## src/rtl/weight_storage_port_arbiter_pkg.sv

```systemverilog
// rtl/weight_storage_port_arbiter_pkg.sv - shared types for the weight storage port arbiter
//
// Purpose: word/index widths, arbiter state encoding and the packed request
// record that carries one storage operation from a requester to the issue stage.
// Ports: none (package).

package weight_storage_port_arbiter_pkg;

  localparam int DATA_WIDTH  = 48;
  localparam int INDEX_WIDTH = 32;

  typedef enum logic [1:0] {
    ST_IDLE       = 2'd0,
    ST_HOST_BURST = 2'd1,
    ST_UPD_BURST  = 2'd2
  } arb_state_e;

  typedef struct packed {
    logic [INDEX_WIDTH-1:0] layer_index;
    logic [INDEX_WIDTH-1:0] row_index;
    logic [DATA_WIDTH-1:0]  data;
  } ws_req_t;

endpackage

```

## src/rtl/weight_storage_port_arbiter_issue_reg.sv

```systemverilog
// rtl/weight_storage_port_arbiter_issue_reg.sv - registered issue stage driving weight storage
//
// Purpose: captures the granted request and emits a one-cycle write or update
// strobe on the following cycle. Field registers only load on a grant, so
// they keep their last value between strobes.
// Ports:
//   clk, rst_n               clock, asynchronous active-low reset
//   i_wr_grant, i_wr_req     host write granted this cycle and its fields
//   i_upd_grant, i_upd_req   update granted this cycle and its fields
//   o_is_write, o_wr_req     write strobe and captured host fields
//   o_is_update, o_upd_req   update strobe and captured update fields

module weight_storage_issue_reg
  import weight_storage_port_arbiter_pkg::*;
(
  input  logic    clk,
  input  logic    rst_n,
  input  logic    i_wr_grant,
  input  ws_req_t i_wr_req,
  input  logic    i_upd_grant,
  input  ws_req_t i_upd_req,
  output logic    o_is_write,
  output ws_req_t o_wr_req,
  output logic    o_is_update,
  output ws_req_t o_upd_req
);

  logic    r_is_write;
  logic    r_is_update;
  ws_req_t r_wr_req;
  ws_req_t r_upd_req;

  always_ff @(posedge clk or negedge rst_n) begin
    if (!rst_n) begin
      r_is_write  <= 1'b0;
      r_is_update <= 1'b0;
      r_wr_req    <= '0;
      r_upd_req   <= '0;
    end else begin
      r_is_write  <= i_wr_grant;
      r_is_update <= i_upd_grant;
      if (i_wr_grant) begin
        r_wr_req <= i_wr_req;
      end
      if (i_upd_grant) begin
        r_upd_req <= i_upd_req;
      end
    end
  end

  assign o_is_write  = r_is_write;
  assign o_is_update = r_is_update;
  assign o_wr_req    = r_wr_req;
  assign o_upd_req   = r_upd_req;

endmodule

```

## src/rtl/weight_storage_port_arbiter.sv

```systemverilog
// rtl/weight_storage_port_arbiter.sv - two-requester arbiter in front of weight storage
//
// Purpose: shares the weight storage between the host weight loader and the
// backprop update engine. At most one operation is granted per cycle; the
// granted request is issued one cycle later as ws_is_write or ws_is_update.
// A burst counter bounds how long one requester can hold the port while the
// other waits; hold_off stalls all grants, flush returns arbitration to IDLE.
// Ports:
//   clk_clk, reset_reset_n          clock, asynchronous active-low reset
//   training_mode, hold_off, flush  preference select, stall, arbitration clear
//   host_wr_*                       host write request, ready = accepted
//   upd_*                           update request, ready = accepted
//   ws_is_write, ws_write_*         write strobe and fields to storage
//   ws_is_update, ws_update_*       update strobe and fields to storage
//   busy                            strobe in flight or a request pending

module weight_storage_port_arbiter
  import weight_storage_port_arbiter_pkg::*;
#(
  parameter int MAX_BURST = 4
) (
  input  logic                   clk_clk,
  input  logic                   reset_reset_n,
  input  logic                   training_mode,
  input  logic                   hold_off,
  input  logic                   flush,
  input  logic                   host_wr_valid,
  output logic                   host_wr_ready,
  input  logic [INDEX_WIDTH-1:0] host_wr_layer_index,
  input  logic [INDEX_WIDTH-1:0] host_wr_row_index,
  input  logic [DATA_WIDTH-1:0]  host_wr_data,
  input  logic                   upd_valid,
  output logic                   upd_ready,
  input  logic [INDEX_WIDTH-1:0] upd_layer_index,
  input  logic [INDEX_WIDTH-1:0] upd_row_index,
  input  logic [DATA_WIDTH-1:0]  upd_dc_dw,
  output logic                   ws_is_write,
  output logic [INDEX_WIDTH-1:0] ws_write_layer_index,
  output logic [INDEX_WIDTH-1:0] ws_write_row_index,
  output logic [DATA_WIDTH-1:0]  ws_write_data,
  output logic                   ws_is_update,
  output logic [INDEX_WIDTH-1:0] ws_update_layer_index,
  output logic [INDEX_WIDTH-1:0] ws_update_row_index,
  output logic [DATA_WIDTH-1:0]  ws_update_dc_dw,
  output logic                   busy
);

  localparam int               CNT_W   = $clog2(MAX_BURST + 1);
  localparam logic [CNT_W-1:0] CNT_MAX = CNT_W'(MAX_BURST);
  localparam logic [CNT_W-1:0] CNT_ONE = CNT_W'(1);

  arb_state_e       r_state;
  logic [CNT_W-1:0] r_burst_cnt;

  logic    w_grant_host;
  logic    w_grant_upd;
  logic    w_burst_open;
  ws_req_t w_host_req;
  ws_req_t w_upd_req;
  ws_req_t w_ws_wr_req;
  ws_req_t w_ws_upd_req;

  // The current owner may keep going while the other waits only below the cap.
  assign w_burst_open = (r_burst_cnt < CNT_MAX);

  // Grants are the readies. Gating with reset keeps an in-reset requester
  // from seeing an acceptance that the registers will never capture.
  always_comb begin
    w_grant_host = 1'b0;
    w_grant_upd  = 1'b0;
    if (reset_reset_n && !hold_off && !flush) begin
      case (r_state)
        ST_IDLE: begin
          if (host_wr_valid && upd_valid) begin
            w_grant_upd  = training_mode;
            w_grant_host = !training_mode;
          end else begin
            w_grant_host = host_wr_valid;
            w_grant_upd  = upd_valid;
          end
        end
        ST_HOST_BURST: begin
          if (host_wr_valid && (!upd_valid || w_burst_open)) begin
            w_grant_host = 1'b1;
          end else begin
            w_grant_upd = upd_valid;
          end
        end
        ST_UPD_BURST: begin
          if (upd_valid && (!host_wr_valid || w_burst_open)) begin
            w_grant_upd = 1'b1;
          end else begin
            w_grant_host = host_wr_valid;
          end
        end
        default: begin
          w_grant_host = 1'b0;
          w_grant_upd  = 1'b0;
        end
      endcase
    end
  end

  always_ff @(posedge clk_clk or negedge reset_reset_n) begin
    if (!reset_reset_n) begin
      r_state     <= ST_IDLE;
      r_burst_cnt <= '0;
    end else if (flush) begin
      r_state     <= ST_IDLE;
      r_burst_cnt <= '0;
    end else if (!hold_off) begin
      if (w_grant_host) begin
        if (r_state == ST_HOST_BURST) begin
          if (w_burst_open) begin
            r_burst_cnt <= r_burst_cnt + CNT_ONE;
          end
        end else begin
          r_state     <= ST_HOST_BURST;
          r_burst_cnt <= CNT_ONE;
        end
      end else if (w_grant_upd) begin
        if (r_state == ST_UPD_BURST) begin
          if (w_burst_open) begin
            r_burst_cnt <= r_burst_cnt + CNT_ONE;
          end
        end else begin
          r_state     <= ST_UPD_BURST;
          r_burst_cnt <= CNT_ONE;
        end
      end else begin
        r_state     <= ST_IDLE;
        r_burst_cnt <= '0;
      end
    end
  end

  assign w_host_req = '{layer_index: host_wr_layer_index,
                        row_index:   host_wr_row_index,
                        data:        host_wr_data};
  assign w_upd_req  = '{layer_index: upd_layer_index,
                        row_index:   upd_row_index,
                        data:        upd_dc_dw};

  weight_storage_issue_reg u_issue (
    .clk         (clk_clk),
    .rst_n       (reset_reset_n),
    .i_wr_grant  (w_grant_host),
    .i_wr_req    (w_host_req),
    .i_upd_grant (w_grant_upd),
    .i_upd_req   (w_upd_req),
    .o_is_write  (ws_is_write),
    .o_wr_req    (w_ws_wr_req),
    .o_is_update (ws_is_update),
    .o_upd_req   (w_ws_upd_req)
  );

  assign host_wr_ready         = w_grant_host;
  assign upd_ready             = w_grant_upd;
  assign ws_write_layer_index  = w_ws_wr_req.layer_index;
  assign ws_write_row_index    = w_ws_wr_req.row_index;
  assign ws_write_data         = w_ws_wr_req.data;
  assign ws_update_layer_index = w_ws_upd_req.layer_index;
  assign ws_update_row_index   = w_ws_upd_req.row_index;
  assign ws_update_dc_dw       = w_ws_upd_req.data;
  assign busy = ws_is_write | ws_is_update | host_wr_valid | upd_valid;

endmodule

```

## config.mk

```make
export PLATFORM = sky130hd
export DESIGN_NAME = weight_storage_port_arbiter
export DESIGN_NICKNAME = d
export VERILOG_FILES = /design/src/rtl/weight_storage_port_arbiter_pkg.sv /design/src/rtl/weight_storage_port_arbiter_issue_reg.sv /design/src/rtl/weight_storage_port_arbiter.sv
export SDC_FILE = /design/constraint.sdc
export NUM_CORES = 1
export LEC_CHECK = 0
export BUFFER_PORTS_ARGS = -buffer_cell sky130_fd_sc_hd__buf_2
export CAP_MARGIN = 0
export CORE_AREA = 2 2 176 178
export CTS_BUF_LIST = sky130_fd_sc_hd__clkbuf_8
export DETAILED_ROUTE_END_ITERATION = 12
export DIE_AREA = 0 0 178 180
export GPL_TIMING_DRIVEN = 1
export RECOVER_POWER = 100
export SLEW_MARGIN = 20
export SYNTH_ARGS = -nofsm -noshare
export SYNTH_HDL_FRONTEND = slang
export SYNTH_SLANG_ARGS = --single-unit
```

## constraint.sdc

```tcl
create_clock -name clk_clk -period 4.8 [get_ports clk_clk]
set_clock_uncertainty 0.1 [all_clocks]
set_input_delay 0.48 -clock clk_clk [delete_from_list [all_inputs] [get_ports clk_clk]]
set_output_delay 0.48 -clock clk_clk [all_outputs]
set_load 0.02 [all_outputs]
```

==> impl_metrics.toml <==
[setup_path]
worstPathMaxFanout = 55
start_kind = "input pin"
crit_required_ns = 5.11
path_class = "input pin to flip-flop"
arrival_ns = 4.29
cpPeakStageDelay_ns = 1.58
cp_slowest_cell = "clkbuf_1"
crit_chain = "dlygate4sd3_1, buf_8, inv_1, a2111oi_2, o211a_4, clkbuf_1, mux2_2"
cp-end-kind = "flip-flop"

[flow_run]
maxCapViolCount = 3

[timing]
tns_ns = 0
relSlewSlack_pct = -56.3
rsz0062_at_grt = "false"
min_period_ns = 3.98
finalCritPeriodShare_pct = 82.9
slew_viol_final = 163
setup_viol = 0
hold_viol = 0
fmax_ghz = 0.251
setup_ws_ns = 0.821
worst_pin_slew_ns = 2.34

[die]
die_y_um = 180
start_util_pct = 29.1
rows = 64
die_area_um2 = 32000
core-area_um2 = 30200
die_w_um = 178
ioPinCount = 460

[logic_synthesis]
yosysSeqAreaShare_pct = 65.8
synth_warnings = 0
synth-adder-area-share_pct = 0.142
synth.most_common_cell = "dfrtp_1"
syn_area_um2 = 8780
synthMuxAreaShare_pct = 28.8
synth_top_family_by_area = "multiplexers"
synth_compound_area_share_pct = 1.50
synth_cell_types = 28
synthSimpleGateAreaFrac_pct = 0.726
synthDominantCellAreaShare_pct = 65.8
synth_edf_count = 0
syn-mean-instance-area_um2 = 17.1
synth_top_cell_by_area = "dfrtp_1"
ys_top_cells_by_area = "dfrtp_1 (66%), mux2_2 (27%), mux2_1 (2.2%)"
netlist_instances = 514
synthTopCellsByCount = "dfrtp_1 (231), mux2_2 (208), mux2_1 (17)"
async_reset_ff_share_pct = 100
synth_fp_nets = 746
ys_seq_elements = 231
synthFlopType = "dfrtp_1"
synth-xor-area-share_pct = 0.0997

[routing]
vias_per_cell = 4.37
drcViolationCount = 0
routedWlPerCell_um = 16.4
drt-initial-drc-count = 152
wl_um = 23400
dr.pass1.iters = 4
ant_nets = 0
dr_total_vias = 6207

[cells_and_area]
final_area_um2 = 12000
layout-drive-gt1-share_pct = 49.2
nets = 1227
syn_to_final_growth_pct = 36.2
nFillCells = 2990

[global_routing]
antenna_found_initial = 1
grt_max_degree = 78
grt_pass1_vias = 6469
grt_use_total_pct = 14.1
grt_pass1_wl_um = 35500
grt_overflow = 0

[clock_network]
cts-buffers-inserted = 41
cts_root_buf = "clkbuf_8"
hold_buffers = 1
cts_buffer_depth = 3
clk_pin_slew_ns = 0.06
clkSinkCount = 231
htreeDepth = 2
insertion_delay_ns = 0.53
cts_tree = "built"
cts_setup_buffers = 0
cts_repair_resize_count = 0

[placed_design]
dp_hpwl_um = 17500
placed_area_um2 = 11400
pre_cts_ws_ns = 1.54
numPortBuffers = 459
gp_congestion = 0.741

[worst_hold_path]
hold_class = "input pin to flip-flop"

[power]
p_leak_nw = 5.47
p_total_mw = 6.14
irDropWorstVdd_mv = 0.288
powerDensity_nw_per_um2 = 513

[outcome]
status = "finished with violations"
violations = "max-capacitance violations, max-slew violations"
## worst max-delay path, delay by kind of cell
family	cells	cell delay, ns
buffers and inverters	4	2.61
multiplexers	1	0.46
AO/OA/AOI/OAI	2	0.69
## cell families after synthesis
group	after synthesis
flops	231
fa+ha+maj	1
xor+xnor	1
buf+inv	30
compound gates	16
simple gates	10
mux	225
## power breakdown
| part | leakage [nW] | total, mW | switching (mW) | internal (mW) |
|---|---|---|---|---|
| Combinational | 2.19 | 1.67 | 1.06 | 0.607 |
| Clock | 0.473 | 1.79 | 0.790 | 0.997 |
| Sequential | 2.80 | 2.68 | 0.251 | 2.43 |
| Total | 5.47 | 6.14 | 2.10 | 4.03 |
## metal layers
layer  GRT usage (%)  wire length [um]  vias up
met2            25.1             12000      312
met3            5.10              2330       45
met1            15.2              8430     3049
met5               0                 0        -
met4            4.85               577        0
li1                -                 -     2801
## metrics by stage
stage / util, % / hold WS [ns] / std cells
after CTS: 40.6 / 0.0178 / 1420
after global routing: 39.6 / 0.0251 / 1420
final: 39.6 / 0.0624 / 1421
after detailed placement: 37.9 / 0.322 / 1347
after global placement: 37.9 / 0.326 / 1347
after floorplan: - / 0.0844 / 514
## cell type report
class	instances	area, um^2	share of cell area (%)
clock inverters	22	128	1.07
clock buffers	50	688	5.75
repair buffers	467	2090	17.5
inverters	1	3.75	0.0314
diodes	1	2.50	0.0209
well taps	396	495	4.14
flip-flops and latches	231	5780	48.3
multi-input cells	253	2770	23.1
## final timing paths
path                                      start                      to  slack, ns  cells after the start
min in group asynchronous         reset_reset_n   u_issue.o_upd_req[67]       0.34                      2
setup reg to reg                     r_state[0]   u_issue.o_upd_req[63]       1.25                      4
hold reg to reg            u_issue.o_wr_req[89]    u_issue.o_wr_req[89]       0.39                      1
max in group asynchronous         reset_reset_n   u_issue.o_upd_req[28]       1.21                      4
hold / removal              upd_layer_index[26]  u_issue.o_upd_req[106]       0.06                      2
setup / recovery                  reset_reset_n   u_issue.o_upd_req[63]       0.82                      7
## sequential cells by signal (all words and copies together) (netlist names)
| signal | cells |
|---|---|
| u_issue.o_wr_req | 112 |
| u_issue.o_is_write | 1 |
| r_burst_cnt | 3 |
| u_issue.o_upd_req | 112 |
| r_state | 2 |
| u_issue.o_is_update | 1 |
## placed cells by master, fill, tap and decap left out, types with 3 or more instances in the layout
master / count
a21oi_1: 3
a22o_1: 3
buf_2: 229
clkbuf_1: 232
clkbuf_8: 50
clkinv_2: 4
dfrtp_1: 231
inv_1: 15
mux2_1: 17
mux2_2: 208
No activity file was read; power rests on OpenSTA's default activity.
